--- src/rtl/mem_trace_buffer.sv ---
// mem_trace_buffer: passive observer of a picorv32 native memory bus.
// Transfers that pass the class enable and address window filters are
// stored with a free-running timestamp in a circular buffer. The buffer
// is read out first-word-fall-through, oldest entry first. When full,
// new entries are either dropped (WRAP=0) or replace the oldest (WRAP=1).
module mem_trace_buffer #(
  parameter int DEPTH = 16,
  parameter int TS_W  = 16,
  parameter int WRAP  = 0
) (
  input  logic                     clk,
  input  logic                     reset,
  input  logic                     mem_valid,
  input  logic                     mem_ready,
  input  logic                     mem_instr,
  input  logic [31:0]              mem_addr,
  input  logic [31:0]              mem_wdata,
  input  logic [31:0]              mem_rdata,
  input  logic [3:0]               mem_wstrb,
  input  logic [2:0]               cfg_en,
  input  logic [31:0]              cfg_addr_lo,
  input  logic [31:0]              cfg_addr_hi,
  input  logic                     cfg_clear,
  output logic                     rd_valid,
  input  logic                     rd_ready,
  output logic [1:0]               rd_kind,
  output logic [31:0]              rd_addr,
  output logic [31:0]              rd_data,
  output logic [3:0]               rd_wstrb,
  output logic [TS_W-1:0]          rd_ts,
  output logic [$clog2(DEPTH):0]   count,
  output logic                     overflow,
  output logic [15:0]              dropped
);

  localparam int PW = $clog2(DEPTH);
  localparam int CW = PW + 1;
  localparam logic [CW-1:0] FULL_CNT = CW'(DEPTH);

  localparam logic [1:0] KIND_IFETCH = 2'd0;
  localparam logic [1:0] KIND_READ   = 2'd1;
  localparam logic [1:0] KIND_WRITE  = 2'd2;

  // Drop counter increment that holds at all-ones instead of wrapping.
  function automatic logic [15:0] sat_inc16(input logic [15:0] v);
    return (v == 16'hFFFF) ? v : v + 16'd1;
  endfunction

  // Entry storage; contents are only meaningful between the pointers.
  logic [1:0]      kind_mem  [DEPTH];
  logic [31:0]     addr_mem  [DEPTH];
  logic [31:0]     data_mem  [DEPTH];
  logic [3:0]      wstrb_mem [DEPTH];
  logic [TS_W-1:0] ts_mem    [DEPTH];

  logic [PW-1:0]   wptr_q, wptr_d;
  logic [PW-1:0]   rptr_q, rptr_d;
  logic [CW-1:0]   count_q, count_d;
  logic            overflow_q, overflow_d;
  logic [15:0]     dropped_q, dropped_d;
  logic [TS_W-1:0] ts_q, ts_d;

  logic [1:0]      cls_kind;
  logic [31:0]     cls_data;
  logic [3:0]      cls_wstrb;
  logic            cls_en;
  logic            capture;
  logic            pop;
  logic            full;
  logic            wr_en;

  // Classify the current bus cycle and decide whether it is captured.
  always_comb begin
    cls_kind  = KIND_READ;
    cls_data  = mem_rdata;
    cls_wstrb = 4'b0000;
    if (mem_instr) begin
      cls_kind = KIND_IFETCH;
    end else if (mem_wstrb != 4'b0000) begin
      cls_kind  = KIND_WRITE;
      cls_data  = mem_wdata;
      cls_wstrb = mem_wstrb;
    end
    case (cls_kind)
      KIND_IFETCH: cls_en = cfg_en[0];
      KIND_READ:   cls_en = cfg_en[1];
      default:     cls_en = cfg_en[2];
    endcase
    capture = mem_valid && mem_ready && cls_en &&
              (mem_addr >= cfg_addr_lo) && (mem_addr <= cfg_addr_hi);
  end

  // Pointer, occupancy, overflow and timestamp next-state logic.
  always_comb begin
    wptr_d     = wptr_q;
    rptr_d     = rptr_q;
    count_d    = count_q;
    overflow_d = overflow_q;
    dropped_d  = dropped_q;
    ts_d       = ts_q + TS_W'(1);
    wr_en      = 1'b0;
    pop        = rd_valid && rd_ready;
    full       = (count_q == FULL_CNT);
    if (cfg_clear) begin
      wptr_d     = '0;
      rptr_d     = '0;
      count_d    = '0;
      overflow_d = 1'b0;
      dropped_d  = '0;
    end else begin
      if (pop) begin
        rptr_d = rptr_q + PW'(1);
      end
      if (capture) begin
        if (!full || pop) begin
          // A pop on a full buffer frees the slot the write lands in.
          wr_en  = 1'b1;
          wptr_d = wptr_q + PW'(1);
        end else begin
          overflow_d = 1'b1;
          dropped_d  = sat_inc16(dropped_q);
          if (WRAP != 0) begin
            // Full and wptr == rptr: replace the oldest, move head past it.
            wr_en  = 1'b1;
            wptr_d = wptr_q + PW'(1);
            rptr_d = rptr_q + PW'(1);
          end
        end
      end
      if (capture && !full && !pop) begin
        count_d = count_q + CW'(1);
      end else if (pop && !capture) begin
        count_d = count_q - CW'(1);
      end
    end
  end

  // Control state register; reset overrides everything including clear.
  always_ff @(posedge clk) begin
    if (reset) begin
      wptr_q     <= '0;
      rptr_q     <= '0;
      count_q    <= '0;
      overflow_q <= 1'b0;
      dropped_q  <= '0;
      ts_q       <= '0;
    end else begin
      wptr_q     <= wptr_d;
      rptr_q     <= rptr_d;
      count_q    <= count_d;
      overflow_q <= overflow_d;
      dropped_q  <= dropped_d;
      ts_q       <= ts_d;
    end
  end

  // Entry write port; the timestamp stored is the one present at the capture edge.
  always_ff @(posedge clk) begin
    if (wr_en && !reset) begin
      kind_mem[wptr_q]  <= cls_kind;
      addr_mem[wptr_q]  <= mem_addr;
      data_mem[wptr_q]  <= cls_data;
      wstrb_mem[wptr_q] <= cls_wstrb;
      ts_mem[wptr_q]    <= ts_q;
    end
  end

  // Head entry is shown only while valid so an empty buffer reads as zero.
  assign rd_valid = (count_q != '0);
  assign rd_kind  = rd_valid ? kind_mem[rptr_q]  : '0;
  assign rd_addr  = rd_valid ? addr_mem[rptr_q]  : '0;
  assign rd_data  = rd_valid ? data_mem[rptr_q]  : '0;
  assign rd_wstrb = rd_valid ? wstrb_mem[rptr_q] : '0;
  assign rd_ts    = rd_valid ? ts_mem[rptr_q]    : '0;
  assign count    = count_q;
  assign overflow = overflow_q;
  assign dropped  = dropped_q;

endmodule
--- config.mk ---
export PLATFORM = sky130hd
export DESIGN_NAME = mem_trace_buffer
export DESIGN_NICKNAME = d
export VERILOG_FILES = /design/src/rtl/mem_trace_buffer.sv
export SDC_FILE = /design/constraint.sdc
export NUM_CORES = 1
export LEC_CHECK = 0
export ABC_AREA = 1
export BUFFER_PORTS_ARGS = -buffer_cell sky130_fd_sc_hd__buf_2
export CORE_ASPECT_RATIO = 2
export CORE_UTILIZATION = 61
export CTS_CLUSTER_SIZE = 24
export DETAILED_ROUTE_END_ITERATION = 6
export GPL_ROUTABILITY_DRIVEN = 0
export HOLD_SLACK_MARGIN = 0.08
export PLACE_DENSITY = 0.77
export RECOVER_POWER = 25
export SLEW_MARGIN = 20
export SYNTH_ARGS = -nofsm -noshare
export SYNTH_HDL_FRONTEND = slang
export SYNTH_SLANG_ARGS = --single-unit
--- constraint.sdc ---
create_clock -name clk -period 10.7 [get_ports clk]
set_input_delay 0 -clock clk [delete_from_list [all_inputs] [get_ports clk]]
set_output_delay 0 -clock clk [all_outputs]
set_load 0.05 [all_outputs]
# == Word level (Yosys, flattened, before mapping) ==
# Memories as Yosys holds them, arrays and structs flattened. A register that Yosys moved wholly into a read port is not among the register bits.
# Index checks and enable logic that the tools add are counted.
# classes
n_addsub,6
multipliers,0
n_div,0
n_lt_le_gt_ge,2
eq_ne,3
shifts,0
mux,29
bitwise,2
reduce_logical,22
# ops
operator,count
2-to-1 mux 32 bit,4
2-to-1 mux 4 bit,13
adder 16 x 1 -> 16 bit (second input constant),2
>= comparator 32 bit,1
less-or-equal comparator 32 bit,1
equality test 16 bit (second input constant),1
2-to-1 mux 16 bit,1
2-to-1 mux 5 bit,2
logical AND 1 bit,9
adder 4 x 1 -> 4 bit (second input constant),2
2-to-1 mux 2 bit,3
adder 5 x 1 -> 5 bit (second input constant),1
equality test 5 bit (second input constant),1
2-to-1 mux 1 bit,5
nonzero test 5 bit,1
subtractor 5 x 1 -> 5 bit (second input constant),1
zero test 1 bit,4
AND reduction 2 bit,2
nonzero test 4 bit,1
AND reduction 3 bit,1
equality test 2 x 1 -> 1 bit (second input constant),1
zero test 2 bit,1
inverter 1 bit,2
case mux 1 bit (2 select lines),1
3 further kinds,3
# word_totals
reg_bits,46
latch_bits,0
ram_bits,1376
mem_bits_ro,0
in_bits,174
output_inout_bits,109
n_memories,5
# memory_table
memory,depth,width,read_ports,rd_ports_with_merged_regs,write_ports,line,text
addr_mem,16,32,1,1,1,51,logic [31:0] addr_mem [DEPTH];
data_mem,16,32,1,1,1,52,logic [31:0] data_mem [DEPTH];
ts_mem,16,16,1,1,1,54,logic [TS_W-1:0] ts_mem [DEPTH];
wstrb_mem,16,4,1,1,1,53,logic [3:0] wstrb_mem [DEPTH];
kind_mem,16,2,1,1,1,50,logic [1:0] kind_mem [DEPTH];

# == Longest topological paths before layout ==
# logic_depth
ltp_word,13
mapped_depth,25
depth_no_buf,25

# == Least setup slack after synthesis ==
# OpenSTA, ideal clock, no wires.
# synth_path
path_kind,input to register
start,input cfg_addr_lo[15]
end,"memory addr_mem[11][0], enable pin"
t_arrival_ps,7185
required_ps,10064
path_slack_ps,2878
path_stages,14
n_path_buf,0
path_cell_list,inv_1 ha_1 nand2_1 nor2_2 nand2_1 nor2_1 nor2_1 nand2_1 nand2_1 a21oi_4 nand2_2 nor2_4 nand2_1 nor3_1
# synth_between
elab_chain_cells,8
# synth_lines
item,line,text
start: declaration,21,"input logic [31:0] cfg_addr_lo,"
>= comparator 32 bit,90,(mem_addr >= cfg_addr_lo) && (mem_addr <= cfg_addr_hi);
logical AND 1 bit,89,capture = mem_valid && mem_ready && cls_en &&
logical AND 1 bit,90,
2-to-1 mux 1 bit,114,if (capture) begin
2-to-1 mux 1 bit,104,if (cfg_clear) begin
logical AND 1 bit,159,if (wr_en && !reset) begin
2-to-1 mux 1 bit,159,
2-to-1 mux 1 bit (not written as such),161,addr_mem[wptr_q] <= mem_addr;
end: declaration,51,
# Every way passes these cells.

# == Worst setup path in the final report ==
# layout_path
start,input mem_wstrb[3]
end,"memory ts_mem[9][11], enable pin"
# layout_between
elab_chain_cells,13
elab_cells_between_ends,14
cone_classes,1 x eq/ne; 7 x mux; 6 x reduce/logical
# layout_lines
item,line,text
start: declaration,19,"input logic [3:0] mem_wstrb,"
nonzero test 4 bit (*),79,end else if (mem_wstrb != 4'b0000) begin
2-to-1 mux 2 bit (*),79,
2-to-1 mux 2 bit (*),77,if (mem_instr) begin
equality test 2 x 1 -> 1 bit / zero test 2 bit (equally long branches),84,case (cls_kind)
case mux 1 bit (2 select lines) (*),84,
logical AND 1 bit (*) (2 in a row),89,
logical AND 1 bit (*),90,
2-to-1 mux 1 bit (*),114,
2-to-1 mux 1 bit (*),104,
logical AND 1 bit (*),159,
2-to-1 mux 1 bit (*),159,
2-to-1 mux 1 bit (not written as such) (*),164,ts_mem[wptr_q] <= ts_q;
end: declaration,54,
# Every way passes the cells marked *; elsewhere a longest branch is shown, timed or not.

==> qor.yml <==
status: "complete, no violations"
seqPwrFrac_pct: 54.6
rsz0062_at_grt: "no"
cp-start-kind: "input port"
internal_power_mw: 8.740
cts.path.max_buffers: 3
post_cts_buffers: 0
gr-total-overflow: 0
r2r_cells: 10
io_buffers: 282
fmax_mhz: 163.8
grt_usage_pct: 30.94
clk_pin_slew_worst_paths_ps: 70
skew_ps: 28.98
dr_total_vias: 38825
die_h_um: 436.7
utilization_pct: 69.15
synthDistinctLibCells: 42
grt_pass1_wl_mm: 220.5
slew_headroom_pct: 18.88
power.total_mw: 11.25
worst_pin_slew_ps: 1217
p_sw_share_pct: 22.30
worstPathArrival_ps: 6430
power.density_nw_per_um2: 173.6
power_frac_comb_pct: 7.2
start_util_pct: 61.51
finalWirelength_mm: 148.4
fin_ws_ps: 4594
critPathKind: "input port to flop"
grt_pass1_vias: 37816
drt_pass1_iterations: 7
syn_nets: 4654
synth.avg_cell_area_sq_um: 13.08
synth-seq-cells: 1426
setup_tns_ps: 0
dp.cells: 5641
clockPowerShare_pct: 38.3
clockRootBuffer: "clkbuf_16"
ir_worst_vdd_mv: 0.1532
hpwlAfterDp_mm: 73.91
num_rows: 159
grt_max_degree: 250
antenna_found_initial: 3
fin_area_sq_um: 64790
clock-sinks: 1426
htree_levels: 3
die-area_sq_um: 95790
p_sw_mw: 2.509
hold_ws_ps: 101.2
drtAntennaViolNets: 0
fill_cells: 6092
setup_viol: 0
finalCritPeriodShare_pct: 57.07
r2r_start: "count[0]"
postPlaceCellArea_sq_um: 59920
hp-class: "input port to flop"
syn_to_final_growth_pct: 12.42
drtIter0Drc: 4793
crit_required_ps: 11030
period_minus_slack_ps: 6106
endpoint: "ts_mem[9][11]"
critPathCaptureType: "flop"
rr_endpoint: "ts_mem[9][11]"
cellLeakagePower_nw: 22.04
synth_edf_count: 1376
r2r_slack_ps: 6800
clk_latency_ps: 720
final_cells: 5954
synthFlopType: "edfxtp_1"
async_flop_share_pct: 0
fp.dieW_um: 219.3
synth_area_sq_um: 57630
max-cap-violations: 0
pre_cts_slack_ps: 5028
boundaryPins: 283
wire_per_inst_um: 24.92
crit_fanout: 49
syn-instance-count: 4405
nNetsFinal: 4901
core-area_sq_um: 93700
cts_buffers: 110
yosysWarnings: 0
cts_tree: "built"
hold_viol_final: 0
drv_slew: 0
viasPerCell: 6.521
yosysSeqAreaShare_pct: 73.43
drive_above_1_share_pct: 11.42
cp-startpoint: "mem_wstrb[3]"
drc_errors: 0
[layout by cell type, fill, tap and decap left out, drive strengths merged]
cell type / instances
a21o: 3
a21oi: 150
a31o: 1
a31oi: 1
a41oi: 1
buf: 304
bufinv: 16
clkbuf: 177
clkinv: 39
clkinvlp: 3
dfxtp: 50
diode: 2
dlygate4sd3: 105
edfxtp: 1376
fa: 1
ha: 74
inv: 136
nand2: 250
nand3: 113
nand4: 8
nor2: 759
nor3: 18
nor4: 4
o211ai: 82
o21a: 6
o21ai: 705
o21bai: 1
o221ai: 262
o22ai: 82
xnor2: 5
xor2: 13
[timing repair]
action	CTS	global route
hold endpoints to repair	1130	0
hold buffers	105	0
resized for setup	0	0
[cell usage after synthesis, types with 2 or more instances]
| cell | number | area (sq um) |
|---|---|---|
| xnor2_1 | 5 | 43.79 |
| a21oi_1 | 139 | 695.7 |
| o21ai_0 | 700 | 3503 |
| xor2_1 | 13 | 113.9 |
| nand3_1 | 111 | 555.5 |
| inv_1 | 123 | 461.7 |
| buf_4 | 2 | 15.01 |
| edfxtp_1 | 1376 | 41320 |
| a21o_1 | 3 | 22.52 |
| nor3_1 | 18 | 90.09 |
| ha_1 | 74 | 925.9 |
| o21ai_1 | 5 | 25.02 |
| a21oi_2 | 10 | 87.58 |
| o221ai_1 | 262 | 2295 |
| nor2_2 | 2 | 12.51 |
| nor4_1 | 3 | 18.77 |
| nor2_4 | 3 | 33.78 |
| clkbuf_1 | 253 | 949.7 |
| nand4_1 | 7 | 43.79 |
| nor2_1 | 754 | 2830 |
| o22ai_1 | 82 | 513.0 |
| o21a_1 | 6 | 45.04 |
| nand2_4 | 2 | 22.52 |
| buf_2 | 47 | 235.2 |
| nand2_2 | 7 | 43.79 |
| o211ai_1 | 82 | 615.6 |
| dfxtp_1 | 50 | 1001 |
| inv_2 | 10 | 37.54 |
| nand2_1 | 241 | 904.6 |
| buf_1 | 3 | 11.26 |
[area by class of cell]
class | count | area (sq um) | area share [%]
Tap cell | 1207 | 1510 | 2.331
Clock inverter | 60 | 738.2 | 1.139
Antenna cell | 2 | 5.005 | 0.007725
Inverter | 134 | 535.5 | 0.8265
Multi-Input combinational cell | 2539 | 13690 | 21.13
Sequential cell | 1426 | 42340 | 65.34
Clock buffer | 145 | 3079 | 4.753
Timing Repair Buffer | 441 | 2898 | 4.473
[registers in the layout (all words and copies together) (netlist names), 5 cells and up, named ones only]
name	count
addr_mem	512
count	5
data_mem	512
dropped	16
kind_mem	32
ts_mem	256
ts_q	16
wstrb_mem	64
[worst max-delay path, stage by stage]
cell,delay [ps]
dlygate4sd3_1,520
buf_2,100
inv_1,50
nand4_2,110
nand2_2,520
inv_2,990
nand2_1,150
nand3_1,240
nand3_2,90
dlygate4sd3_1,610
a21oi_4,180
nand2_2,120
nor2_4,150
inv_2,80
nor2_4,120
nand2_2,190
nor2_4,760
buf_4,590
buf_4,770
[logic make-up after synthesis]
logic type | synth area share [%]
flops | 73.43
compound gates | 13.63
simple gates | 8.011
buf+inv | 3.009
fa+ha+maj | 1.641
xor+xnor | 0.2735
[power by group through the flow]
stage | Sequential, mW | Clock [mW] | Combinational [mW]
6_report | 6.14 | 4.31 | 0.805
5_1_grt | 6.14 | 4.51 | 0.863
4_1_cts | 6.14 | 4.32 | 0.799
3_5_place_dp | 6.26 | 0 | 0.761
3_3_place_gp | 6.26 | 0 | 0.744
2_1_floorplan | 6.26 | 0 | 0.492
[routing by layer]
layer / vias to the layer above / global-route usage, % / share of wire (%)
met5: - / 0 / 0
met4: 0 / 15.33 / 4.4
met1: 19079 / 39.29 / 36
met2: 2328 / 51.58 / 51
met3: 405 / 4.850 / 9.3
li1: 17013 / - / -
[worst min-delay path by stage]
stage / startpoint / to / slack, ps / cells after the start
after floorplan: mem_addr[0] / addr_mem[0][0] / 100 / 0
after global placement: reset / ts_q[0] / 320 / 2
after detailed placement: reset / ts_q[0] / 330 / 2
after CTS: mem_rdata[31] / data_mem[2][31] / 80 / 3
after global routing: mem_rdata[17] / data_mem[15][17] / 120 / 3
final: mem_rdata[31] / data_mem[2][31] / 100 / 3
No activity file was read; power rests on OpenSTA's default activity.
